$ cat src/rtl/ctrl_general_multi.sv
// ctrl_general_multi: general-control FSM for the RTC clock/alarm/chronometer
// system. Registers the programming requests, status sources, RTC-init request
// and alarm match, keeps sticky status flags with an acknowledge, and decodes
// {prog_any, stat_any, init} into the 2-bit global mode
// (I=00, L=01, E=10, M_S=11) with a one-hot programming grant in E.
// Optional feature macro: STATUS_TIMEOUT_EN (status auto-clear after TMO_CYC
// cycles in M_S without acknowledge; tmo_flag tied low when undefined).
module ctrl_general_multi #(
  parameter int NUM_PROG  = 3,
  parameter int NUM_STAT  = 3,
  parameter int ALARM_W   = 24,
  parameter int CRONO_IDX = 2,
  parameter int TMO_W     = 16,
  parameter int TMO_CYC   = 50000
) (
  input  logic                reloj,
  input  logic                resetM,
  input  logic [NUM_PROG-1:0] prog_req,
  input  logic [NUM_STAT-1:0] status_src,
  input  logic [NUM_STAT-1:0] status_mask,
  input  logic [ALARM_W-1:0]  alarma,
  input  logic                r_rtc,
  input  logic                status_ack,
  output logic [1:0]          control,
  output logic [NUM_PROG-1:0] prog_grant,
  output logic [NUM_STAT-1:0] status_vec,
  output logic                act_crono,
  output logic                tmo_flag
);

  typedef enum logic [1:0] {
    ST_I  = 2'b00,
    ST_L  = 2'b01,
    ST_E  = 2'b10,
    ST_MS = 2'b11
  } state_t;

  // The timeout counter must be able to hold TMO_CYC-1.
  if (TMO_CYC >= (1 << TMO_W)) begin : g_bad_tmo
    $error("TMO_CYC must be below 2**TMO_W");
  end

  logic [NUM_PROG-1:0] prog_req_q;
  logic [NUM_STAT-1:0] status_src_q;
  logic                r_rtc_q;
  logic                alarm_any_q;
  logic                act_crono_q;
  logic [NUM_STAT-1:0] src_prev_q;
  logic [NUM_STAT-1:0] status_vec_q, status_vec_d;
  logic [2:0]          psi_q, psi_d;
  state_t              state_q, state_d, decode_s;
  logic [NUM_PROG-1:0] grant_q, grant_d;
  logic [NUM_STAT-1:0] src_eff_s;
  logic [NUM_STAT-1:0] edge_s;
  logic                tmo_fire_s;

  // Lowest-index set bit of a request vector, as a one-hot value.
  function automatic logic [NUM_PROG-1:0] lowest_one(input logic [NUM_PROG-1:0] v);
    logic [NUM_PROG-1:0] r;
    logic                found;
    r     = '0;
    found = 1'b0;
    for (int i = 0; i < NUM_PROG; i++) begin
      if (v[i] && !found) begin
        r[i]  = 1'b1;
        found = 1'b1;
      end
    end
    return r;
  endfunction

  // Input stage: single registration of every level input plus the alarm OR.
  always_ff @(posedge reloj) begin
    if (resetM) begin
      prog_req_q   <= '0;
      status_src_q <= '0;
      r_rtc_q      <= 1'b0;
      alarm_any_q  <= 1'b0;
    end else begin
      prog_req_q   <= prog_req;
      status_src_q <= status_src;
      r_rtc_q      <= r_rtc;
      alarm_any_q  <= |alarma;
    end
  end

  // Effective status sources (act_crono folded into the top source) and masked rising edges.
  always_comb begin
    src_eff_s                = status_src_q;
    src_eff_s[NUM_STAT-1]    = status_src_q[NUM_STAT-1] | act_crono_q;
    edge_s                   = src_eff_s & ~src_prev_q & status_mask;
    // A new edge wins over ack/timeout for its own bit only.
    if (status_ack || tmo_fire_s) begin
      status_vec_d = edge_s;
    end else begin
      status_vec_d = status_vec_q | edge_s;
    end
    psi_d = {|prog_req_q, |status_vec_q, r_rtc_q};
  end

  // Edge-detector history, sticky flags, chronometer activation and decode register.
  always_ff @(posedge reloj) begin
    if (resetM) begin
      src_prev_q   <= '0;
      status_vec_q <= '0;
      act_crono_q  <= 1'b0;
      psi_q        <= 3'b000;
    end else begin
      src_prev_q   <= src_eff_s;
      status_vec_q <= status_vec_d;
      act_crono_q  <= alarm_any_q & ~prog_req_q[CRONO_IDX];
      psi_q        <= psi_d;
    end
  end

  // Next-state decode from PSI only, plus the programming-grant arbitration.
  always_comb begin
    decode_s = ST_L;
    if (psi_q[0]) begin
      decode_s = ST_I;
    end else if (psi_q[1]) begin
      decode_s = ST_MS;
    end else if (psi_q[2]) begin
      decode_s = ST_E;
    end else begin
      decode_s = ST_L;
    end

    // A corrupted state register is steered back to L.
    case (state_q)
      ST_I, ST_L, ST_E, ST_MS: state_d = decode_s;
      default:                 state_d = ST_L;
    endcase

    grant_d = '0;
    if (state_d == ST_E) begin
      if ((state_q == ST_E) && (|(grant_q & prog_req_q))) begin
        grant_d = grant_q;
      end else begin
        grant_d = lowest_one(prog_req_q);
      end
    end else begin
      grant_d = '0;
    end
  end

  // Mode register and grant register; the grant drops together with leaving E.
  always_ff @(posedge reloj) begin
    if (resetM) begin
      state_q <= ST_I;
      grant_q <= '0;
    end else begin
      state_q <= state_d;
      grant_q <= grant_d;
    end
  end

`ifdef STATUS_TIMEOUT_EN
  logic [TMO_W-1:0] cnt_q, cnt_d;
  logic             tmo_q;

  // Timeout counter: counts cycles in M_S, restarts on entry, ack, expiry or exit.
  always_comb begin
    tmo_fire_s = (state_q == ST_MS) && !status_ack && (cnt_q == TMO_W'(TMO_CYC - 1));
    if ((state_q != ST_MS) || (state_d != ST_MS) || status_ack || tmo_fire_s) begin
      cnt_d = '0;
    end else begin
      cnt_d = cnt_q + TMO_W'(1);
    end
  end

  // Counter and one-cycle timeout pulse registers.
  always_ff @(posedge reloj) begin
    if (resetM) begin
      cnt_q <= '0;
      tmo_q <= 1'b0;
    end else begin
      cnt_q <= cnt_d;
      tmo_q <= tmo_fire_s;
    end
  end

  assign tmo_flag = tmo_q;
`else
  assign tmo_fire_s = 1'b0;
  assign tmo_flag   = 1'b0;
`endif

  assign control    = state_q;
  assign prog_grant = grant_q;
  assign status_vec = status_vec_q;
  assign act_crono  = act_crono_q;

endmodule

$ cat config.mk
export PLATFORM = sky130hd
export DESIGN_NAME = ctrl_general_multi
export DESIGN_NICKNAME = d
export VERILOG_FILES = /design/src/rtl/ctrl_general_multi.sv
export SDC_FILE = /design/constraint.sdc
export NUM_CORES = 1
export LEC_CHECK = 0
export ABC_AREA = 1
export ABC_CLOCK_PERIOD_IN_PS = 2200
export BUFFER_PORTS_ARGS = -buffer_cell sky130_fd_sc_hd__buf_4
export CELL_PAD_IN_SITES_DETAIL_PLACEMENT = 0
export CELL_PAD_IN_SITES_GLOBAL_PLACEMENT = 1
export CORE_MARGIN = 1.5
export CORE_UTILIZATION = 33
export CTS_BUF_LIST = sky130_fd_sc_hd__clkbuf_4 sky130_fd_sc_hd__clkbuf_8
export DETAILED_ROUTE_END_ITERATION = 8
export GPL_TIMING_DRIVEN = 0
export PLACE_DENSITY = 0.84
export SKIP_CTS_REPAIR_TIMING = 1
export SLEW_MARGIN = 0
export SYNTH_ARGS = -nofsm -noshare
export SYNTH_HDL_FRONTEND = slang
export SYNTH_SLANG_ARGS = --single-unit
$ cat constraint.sdc
create_clock -name reloj -period 2.2 [get_ports reloj]
set_clock_uncertainty 0.15 [all_clocks]
set_input_delay 0.33 -clock reloj [delete_from_list [all_inputs] [get_ports reloj]]
set_output_delay 0.33 -clock reloj [all_outputs]
set_load 0.01 [all_outputs]
# Yosys cells after proc, flatten, opt, wreduce, memory -nomap -nowiden
# Index checks and enable logic that the tools add are counted.
# W data, S select, Z words.
# totals
ff_bits	23
word_cells	48
# classes
n_eq_ne	4
mux	13
n_bitwise	9
reduce_logical	12
# ops
cell	n
$reduce_or A24 Y1	1
$and A3 B3 Y3	3
$reduce_or A3 Y1	3
$mux W1	8
$mux W2	4
$eq A2 B2 Y1 const B	3
$reduce_or A4 Y1	1
$logic_and A1 B1 Y1	3
$mux W3	1
$not A3 Y3	1
$or A3 B3 Y3	1
$eq A2 B1 Y1 const B	1
$logic_not A1 Y1	2
$logic_not A2 Y1	1
$not A1 Y1	2
$reduce_or A2 Y1	1
$and A1 B1 Y1	1
$or A1 B1 Y1	1

# Longest topological paths before layout
# Gate-level depths: netlist of the first run.
# depth
word_depth	14
mapped_depth	6

# Least setup slack after synthesis of the first run
# OpenSTA, ideal clock, no wires.
# synth_path
kind	register to register
start	register state_q[1] (netlist: control[1])
end	register grant_q[0] (netlist: prog_grant[0])
arrival_ns	0.811
t_required_ns	1.986
path_slack_ns	1.175
path_stages_with_launch	7
n_path_buf	0
cell_sequence	dfxtp_1 > inv_1 > nor2_1 > nand2_1 > inv_1 > nor2_1 > nor2_1
# synth_via
elab_chain_cells	2
# synth_lines
item	line	source
start: declaration	51	state_t state_q, state_d, decode_s;
start signal: assignment	153	state_q <= state_d;
$eq A2 B2 Y1	137	if ((state_q == ST_E) && (|(grant_q & prog_req_q))) begin
$logic_and A1 B1 Y1	137	
end signal: assignment	154	grant_q <= grant_d;
end: declaration	52	logic [NUM_PROG-1:0] grant_q, grant_d;
# No other way between the ends.
# A chain may end at the register's enable or synchronous reset.

# Worst setup path in the final report of the first run
# layout_path
start	register grant_q[0] (netlist: prog_grant[0])
end	output port prog_grant[0]
# layout_lines
item	line	source
end: declaration	25	output logic [NUM_PROG-1:0] prog_grant,
# No word-level cell between the ends.

==> results.tsv, run 1 <==
stage	metric	value	unit
run_status	status	finished, final reports clean	
critical_path	Max Fanout on Critical Path	3	
synthesis	Seq/Total Area, Yosys	0.529	
critical_path	Worst setup EP type	primary output	
floorplan	# IOs	47	
power	VDD IR max	0.333	mV
final_layout	footprint of the multi-input gates	323	sq um
final_layout	Layout Nets	206	
synthesis	cell taking the most area after synthesis	dfxtp_1	
synthesis	share of the synthesized area in the top cell type	0.529	
timing	highest clock rate	791	MHz
clocking	total CTS buffers	3	
floorplan	Die X	54.4	um
final_layout	commonest non-fill, non-tap cell in the layout	buf_4	
timing	setup ws final	0.935	ns
floorplan	die height	54.4	um
clocking	clock root cell	clkbuf_4	
timing	Hold Violations, Final	0	
synthesis	number of synthesized register bits	23	
synthesis	Synthesized Nets	156	
power	PwrDens	582	nW/um^2
clocking	CTS tree	yes	
timing	RSZ-0062 raised after global routing	no	
synthesis	Synth Area per Inst	7.32	sq um
clocking	Sink Count	23	
critical_path	Crit Path Class	register to primary output	
floorplan	Initial Util	0.352	
floorplan	CORE AREA	2480	sq um
placement	Placed Instance Area	1250	sq um
synthesis	cells after synthesis	119	
critical_path	Worst Path Required	1.72	ns
final_layout	Final Instance Count excl. Fillers	198	
floorplan	die area	2960	sq um
final_layout	register area	460	sq um
route	DRC Markers	0	
timing	period utilization	0.575	
floorplan	Std-Cell Rows	18	
global_route	antenna violations before repair	0	
critical_path	Arrival @ worst endpoint	0.78	ns
global_route	global-route usage over all layers	0.132	
route	drt initial violations	5	
timing	fin crit period	1.26	ns
placement	gpl congestion	0.634	
route	Final ANT Viol Nets	0	
timing	final setup vio count	0	
placement	pre-CTS WS	1.03	ns
critical_path	CP max stage cell	dfxtp_1	
route	drt pass-1 iters	4	
synthesis	library cells used by synthesis	15	
clocking	H-tree lvl count	1	
final_layout	Filler cells	252	
final_layout	fraction of layout cells with a size suffix above 1	0.321	
final_layout	area grow syn2layout	46.3	%
timing	Final Max Tran Viols	0	
final_layout	diode count	0	
global_route	vias in the first global route	736	
synthesis	Synthesis Warnings	0	
route	DRT Wirelength	1.58	mm
final_layout	commonest cells after routing, fill and taps aside	buf_4, nor2_1, dfxtp_1	
critical_path	CP delay by family, top	flip-flops	
placement	PortBufs	45	
route	DR WL/cell	7.99	um
clocking	Worst-path clk slew	0.12	ns
critical_path	Critical Path Source Type	register	
synthesis	largest cells by area after synthesis	dfxtp_1, nor2_1, inv_1	
power	LEAKAGE	0.648	nW
global_route	largest net degree at the start of global routing	14	
global_route	first-pass GRT wire length	2.75	mm
clocking	Skew-Pair Late Insertion Delay	0.30	ns
final_layout	post-route cell area	1270	sq um
route	Vias	823	
critical_path	CP Cell Sequence	buf_4	
critical_path	Buf+Inv Stages, Crit Path	1	
clocking	clk buf depth	2	
timing	Setup TNS	0	ns
placement	post-placement cell count	194	
synthesis	area of the mapped netlist	871	sq um
job	MaxCap Viol Count	0	
placement	hpwl dp	1.32	mm
min_path	Hold Crit Class	input port to register	
route	number of vias per cell	4.16	
critical_path	CP peak stage delay	0.36	ns
global_route	GRT overflow	0	
synth_stat cells:
cell	instances
a31oi_1	1
nor2_1	39
nand2_1	18
nand3_1	2
a21oi_1	2
nand3b_1	5
or2_4	1
buf_2	1
inv_1	20
or2_2	1
nor2_4	1
buf_4	1
dfxtp_1	23
conb_1	1
o21ai_0	3
kinds of logic after synthesis:
group / synth area share
other: 0.00431
buffers and inverters: 0.101
AND/OR/NAND/NOR: 0.330
flip-flops: 0.529
AO/OA/AOI/OAI: 0.0359
per-layer routing:
layer | global-route usage | vias to the layer above | routed length, um
met4 | 0.0833 | 0 | 29
met5 | 0 | - | 0
met3 | 0.0410 | 2 | 95
li1 | - | 448 | -
met2 | 0.211 | 29 | 789
met1 | 0.151 | 344 | 668
through the flow:
| step | utilization | power, mW | hold WS [ns] |
|---|---|---|---|
| 5_1_grt | 0.514 | 0.790 | 0.0397 |
| 3_5_place_dp | 0.503 | 0.568 | 0.254 |
| 6_report | 0.514 | 0.742 | 0.0677 |
| 3_3_place_gp | 0.503 | 0.565 | 0.245 |
| 4_1_cts | 0.514 | 0.756 | 0.0577 |
| 2_1_floorplan | - | 0.499 | 0.238 |
state kept, by name, summed over array words and instances (netlist names):
register      cells
status_src_q      3
status_vec        3
prog_req_q        3
prog_grant        3
src_prev_q        3
psi_q             3
act_crono         1
r_rtc_q           1
alarm_any_q       1
control           2
layout make-up:
class | count | share of cell area
buffer | 2 | 0.00982
clock inverter | 1 | 0.00393
clock buffer | 3 | 0.0177
inverter | 20 | 0.0589
sequential | 23 | 0.361
tap | 30 | 0.0295
multi-input combinational | 74 | 0.253
timing repair buffer | 45 | 0.265
power by group:
part	leakage (nW)	switching, mW	internal, mW
Combinational	0.440	0.0410	0.0683
Clock	0.0177	0.118	0.0677
Sequential	0.190	0.00967	0.438
Total	0.648	0.168	0.573
final timing paths:
check / start / to / slack (ns) / cells after the start
max: prog_grant[0]$_SDFFE_PP0N_ / prog_grant[0] / 0.94 / 1
min: status_src[0] / status_src_q[0]$_SDFF_PP0_ / 0.07 / 3
max reg2reg: control[1]$_SDFF_PP0_ / prog_grant[0]$_SDFFE_PP0N_ / 1.08 / 6
min reg2reg: r_rtc_q$_SDFF_PP0_ / psi_q[0]$_SDFF_PP0_ / 0.27 / 2
No activity file was read; power rests on OpenSTA's default activity.
==> run 2: changes to the inputs <==
- ABC_CLOCK_PERIOD_IN_PS: 2200 -> 1300
- CORE_UTILIZATION: 33 -> 30
- PLACE_DENSITY: 0.84 -> 0.77
- clock period: 2.2 -> 1.3 ns (I/O delays scaled with it)
==> run 2 against run 1 <==
Via count grew 5.8%. Worst hold slack lost 0.051 ns. Flip-flop and latch count is the same. Cell area grew 9.5%. Cell count grew 6.6%. Die area grew 9.4%. Sequential power grew 69%. Combinational power grew 97%. Critical endpoint is now status_vec[0]$_SDFF_PP0_.
==> results.tsv, run 2 (synthesis results as in run 1) <==
stage	metric	value	unit	change
clocking	Sink Count	23		unchanged
timing	Setup TNS	0	ns	unchanged
route	Vias	871		+5.8%
power	PwrDens	923	nW/um^2	+58%
floorplan	Die X	56.9	um	+4.6%
power	VDD IR max	0.731	mV	+120%
final_layout	Layout Nets	218		+5.8%
critical_path	CP Cell Sequence	dlygate4sd3_1, buf_4, or2_2, o21ai_0		
power	LEAKAGE	0.698	nW	+7.7%
timing	period utilization	0.949		
final_layout	area grow syn2layout	60.2	%	
route	Final ANT Viol Nets	0		unchanged
clocking	total CTS buffers	3		unchanged
timing	Final Max Tran Viols	0		unchanged
timing	highest clock rate	810	MHz	
placement	Placed Instance Area	1250	sq um	+0.10%
global_route	largest net degree at the start of global routing	14		unchanged
timing	fin crit period	1.23	ns	
critical_path	Crit. Startpoint	status_ack		
route	drt initial violations	21		+16
route	M1 WL	738	um	+10%
global_route	antenna violations before repair	0		unchanged
critical_path	Crit Path Class	input port to register		
clocking	clock root cell	clkbuf_4		
timing	RSZ-0062 raised after global routing	no		
route	met2 WL	943	um	+20%
job	MaxCap Viol Count	0		unchanged
final_layout	Final Instance Count excl. Fillers	211		+6.6%
placement	gpl congestion	0.740		+17%
critical_path	CP peak stage delay	0.55	ns	+0.19 ns
clocking	Worst-path clk slew	0.12	ns	about the same
critical_path	Reg-to-Reg End	prog_grant[0]$_SDFFE_PP0N_		
min_path	Hold Crit Class	input port to register		
floorplan	die area	3230	sq um	+9.4%
critical_path	Max Fanout on Critical Path	3		unchanged
route	number of vias per cell	4.13		-0.69%
route	WL met3	117	um	+23%
final_layout	final core occ	0.506		-0.00824
final_layout	post-route cell area	1400	sq um	+9.5%
global_route	first-pass GRT wire length	2.84	mm	+3.2%
floorplan	Initial Util	0.316		-0.0357
global_route	vias in the first global route	726		-1.4%
critical_path	CP max stage cell	dlygate4sd3_1		
final_layout	commonest cells after routing, fill and taps aside	buf_4, nor2_1, dfxtp_1		
floorplan	CORE AREA	2760	sq um	+11%
critical_path	R2R depth	6		unchanged
timing	final setup vio count	0		unchanged
critical_path	Critical Path Source Type	input port		
final_layout	commonest non-fill, non-tap cell in the layout	buf_4		
route	DRT Wirelength	1.82	mm	+15%
placement	post-placement cell count	195		+0.52%
clocking	CTS tree	yes		
power	overall power	1.29	mW	+74%
route	DR WL/cell	8.64	um	+8.1%
final_layout	diode count	0		unchanged
critical_path	crit path capture	status_vec[0]$_SDFF_PP0_		
global_route	GRT overflow	0		unchanged
route	DRC Markers	0		unchanged
placement	hpwl dp	1.34	mm	+1.5%
critical_path	Arrival @ worst endpoint	1.32	ns	+0.54 ns
timing	Hold Violations, Final	0		unchanged
clocking	Skew-Pair Late Insertion Delay	0.30	ns	about the same
floorplan	die height	56.9	um	+4.6%
critical_path	RR Startpoint	prog_req_q[0]$_SDFF_PP0_		
route	DR top layer	met4		
clocking	clk buf depth	2		unchanged
run_status	status	finished, final reports clean		
critical_path	Worst Path Required	1.39	ns	-0.33 ns
placement	PortBufs	45		unchanged
floorplan	Std-Cell Rows	19		+1
clocking	H-tree lvl count	1		unchanged
global_route	global-route usage over all layers	0.113		-0.0187
route	drt pass-1 iters	2		-2
floorplan	# IOs	47		unchanged
critical_path	Worst setup EP type	register		
final_layout	fraction of layout cells with a size suffix above 1	0.300		-0.0214
critical_path	reg2reg setup slack	0.15	ns	-0.93 ns
==> run 2: cell type report <==
cell class              count  area [sq um]
clock inverters             1          5.00
inverters                  20          75.1
clock buffers               3          22.5
well taps                  31          38.8
repair buffers             57           458
flip-flops and latches     23           460
plain buffers               2          12.5
fillers                   288          1360
multi-input cells          74           323
==> run 2: power by group <==
group	switching, mW	internal (mW)
Combinational	0.0763	0.139
Clock	0.201	0.115
Sequential	0.0160	0.740
Total	0.293	0.994
==> run 2: metrics by stage <==
stage                     hold WS [ns]  worst slack (ns)
after CTS                      -0.0778             0.132
final                           0.0165            0.0661
after floorplan                  0.128             0.275
after global routing            0.0300            0.0694
after global placement           0.245             0.230
after detailed placement         0.253             0.191
==> run 2: worst min path at each step <==
stage / cells after the start / endpoint / start / slack, ns
after CTS: 3 / status_src_q[1]$_SDFF_PP0_ / status_src[1] / -0.08
after global placement: 2 / psi_q[0]$_SDFF_PP0_ / r_rtc_q$_SDFF_PP0_ / 0.24
final: 4 / act_crono$_SDFF_PP0_ / resetM / 0.02
after global routing: 4 / alarm_any_q$_SDFF_PP0_ / resetM / 0.03
after detailed placement: 2 / psi_q[0]$_SDFF_PP0_ / r_rtc_q$_SDFF_PP0_ / 0.25
after floorplan: 1 / src_prev_q[0]$_SDFF_PP0_ / resetM / 0.13
==> run 2: critical path, delay by kind of cell <==
kind | cells | cell delay (ns)
AOI/OAI and AO/OA | 1 | 0.14
and+or+nand+nor | 1 | 0.30
buffers and inverters | 2 | 0.69
==> run 2: per-layer routing <==
layer / vias up / global-route usage
li1: 472 / -
met1: 366 / 0.128
met2: 31 / 0.193
met3: 2 / 0.0369
met4: 0 / 0.0498
met5: - / 0
==> run 3: changes to the inputs <==
- CORE_MARGIN: 1.5 -> 1
- RECOVER_POWER: unset -> 25
==> run 3 against run 2 <==
Global-route usage is 0.46 points higher. Highest routed layer unchanged. Critical path type unchanged. Routed wire length down 4.0%. Largest power group unchanged. Die area down 3.5%. Core utilization unchanged. Clock-buffer cell count unchanged. Non-clock buffer count stayed put.
==> results.tsv, run 3 (synthesis results as in run 1) <==
stage	metric	value	unit	change
clocking	clock root cell	clkbuf_4		
floorplan	CORE AREA	2760	sq um	unchanged
job	MaxCap Viol Count	0		unchanged
min_path	hold path start	resetM		
min_path	Hold Crit Depth	4		unchanged
critical_path	Worst Path Required	1.39	ns	about the same
placement	PortBufs	45		unchanged
route	DR WL/cell	8.29	um	-4.0%
critical_path	R2R depth	6		unchanged
power	register share of total power	0.587		about the same
final_layout	Layout Nets	218		unchanged
route	Vias	878		+0.80%
final_layout	commonest cells after routing, fill and taps aside	buf_4, nor2_1, dfxtp_1		
timing	highest clock rate	809	MHz	-0.24%
clocking	total CTS buffers	3		unchanged
final_layout	area grow syn2layout	60.2	%	unchanged
critical_path	RR Startpoint	control[1]$_SDFF_PP0_		
final_layout	fraction of layout cells with a size suffix above 1	0.300		unchanged
floorplan	Die X	55.9	um	-1.8%
power	VDD IR max	0.575	mV	-21%
route	drt pass-1 iters	4		+2
critical_path	Reg-to-Reg End	prog_grant[0]$_SDFFE_PP0N_		
floorplan	# IOs	47		unchanged
timing	Hold Violations, Final	0		unchanged
timing	Final Max Tran Viols	0		unchanged
placement	post-placement cell count	195		unchanged
global_route	vias in the first global route	748		+3.0%
clocking	CTS tree	yes		
power	combinational share of power	0.166		about the same
global_route	first-pass GRT wire length	2.92	mm	+2.7%
route	DRT Wirelength	1.75	mm	-4.0%
power	Psw	0.297	mW	+1.4%
placement	hpwl dp	1.28	mm	-4.8%
run_status	status	finished, final reports clean		
route	Final ANT Viol Nets	0		unchanged
critical_path	Max Fanout on Critical Path	3		unchanged
critical_path	Worst setup EP type	register		
timing	period utilization	0.951		+0.00224
timing	final setup vio count	0		unchanged
clocking	Skew-Pair Late Insertion Delay	0.30	ns	about the same
power	PwrDens	925	nW/um^2	+0.27%
timing	Setup TNS	0	ns	unchanged
power	clock share of power	0.247		+0.002
critical_path	Arrival @ worst endpoint	1.32	ns	about the same
floorplan	Std-Cell Rows	19		unchanged
clocking	Worst-path clk slew	0.12	ns	about the same
timing	RSZ-0062 raised after global routing	no		
final_layout	commonest non-fill, non-tap cell in the layout	buf_4		
floorplan	Initial Util	0.316		unchanged
floorplan	die height	55.9	um	-1.8%
clocking	H-tree lvl count	1		unchanged
critical_path	Crit Path Class	input port to register		
min_path	Hold Crit Class	input port to register		
critical_path	Critical Path Source Type	input port		
floorplan	die area	3120	sq um	-3.5%
min_path	Hold EP	act_crono$_SDFF_PP0_		
final_layout	diode count	0		unchanged
global_route	antenna violations before repair	0		unchanged
power	Sw Ratio	0.230		+0.00266
power	LEAKAGE	0.697	nW	-0.15%
global_route	largest net degree at the start of global routing	14		unchanged
route	DRC Markers	0		unchanged
final_layout	Final Instance Count excl. Fillers	211		unchanged
timing	fin crit period	1.24	ns	+0.00292 ns
route	drt initial violations	36		+71%
power	internal power	0.993	mW	about the same
route	number of vias per cell	4.16		+0.80%
clocking	clk buf depth	2		unchanged
clocking	Sink Count	23		unchanged
placement	gpl congestion	0.720		-2.7%
critical_path	reg2reg setup slack	0.17	ns	+0.02 ns
global_route	GRT overflow	0		unchanged
global_route	global-route usage over all layers	0.118		+0.00462
==> run 3: cell types whose count changed in the layout (fill, tap and decap cells not counted), sizes merged <==
cell	before	now
buf	47	42
clkbuf	3	8
==> run 3: worst max path at each step <==
stage                               startpoint                          to  slack (ns)  depth (start not counted)
floorplan                control[1]$_SDFF_PP0_  prog_grant[0]$_SDFFE_PP0N_        0.27                          6
global placement      prog_req_q[2]$_SDFF_PP0_  prog_grant[0]$_SDFFE_PP0N_        0.23                          6
detailed placement       control[1]$_SDFF_PP0_  prog_grant[0]$_SDFFE_PP0N_        0.19                          6
CTS                 prog_grant[2]$_SDFFE_PP0N_               prog_grant[2]        0.14                          1
global route             control[1]$_SDFF_PP0_  prog_grant[0]$_SDFFE_PP0N_        0.05                          6
finish                              status_ack    status_vec[1]$_SDFF_PP0_        0.06                          4
==> run 3: metrics by stage <==
step           setup WS, ns  cell area [sq um]  power [mW]  hold WS (ns)   util
2_1_floorplan         0.275                871       0.845         0.128      -
3_3_place_gp          0.231               1250       0.957         0.244  0.452
3_5_place_dp          0.194               1250       0.961         0.247  0.452
4_1_cts               0.139               1270        1.28       -0.0758  0.462
5_1_grt              0.0452               1400        1.37        0.0184  0.506
6_report             0.0632               1400        1.29        0.0121  0.506
==> run 3: final cells by class <==
cell class / count / area, sq um
buffer: 2 / 12.5
clock buffer: 3 / 22.5
clock inverter: 1 / 5.00
fill: 287 / 1360
inverter: 20 / 75.1
multi-input combinational: 74 / 323
sequential: 23 / 460
tap: 31 / 38.8
timing repair buffer: 57 / 458
==> run 3: power by group through the flow <==
stage	sequential (mW)	clock, mW	combinational, mW
floorplan	0.776	0	0.0689
global placement	0.772	0	0.184
detailed placement	0.773	0	0.188
CTS	0.757	0.331	0.188
global route	0.762	0.365	0.239
finish	0.757	0.319	0.214
==> run 3: metal layers <==
metal / routed length [um] / vias up / GRT usage / share of wire
met1: 732 / 372 / 0.130 / 0.42
met5: 0 / - / 0 / 0
met2: 882 / 35 / 0.208 / 0.50
li1: - / 469 / - / -
met4: 19 / 0 / 0.0523 / 0.011
met3: 115 / 2 / 0.0349 / 0.066
==> run 3: critical path: stages <==
cell           delay [ns]
dlygate4sd3_1        0.54
buf_4                0.13
or2_2                0.30
o21ai_0              0.15
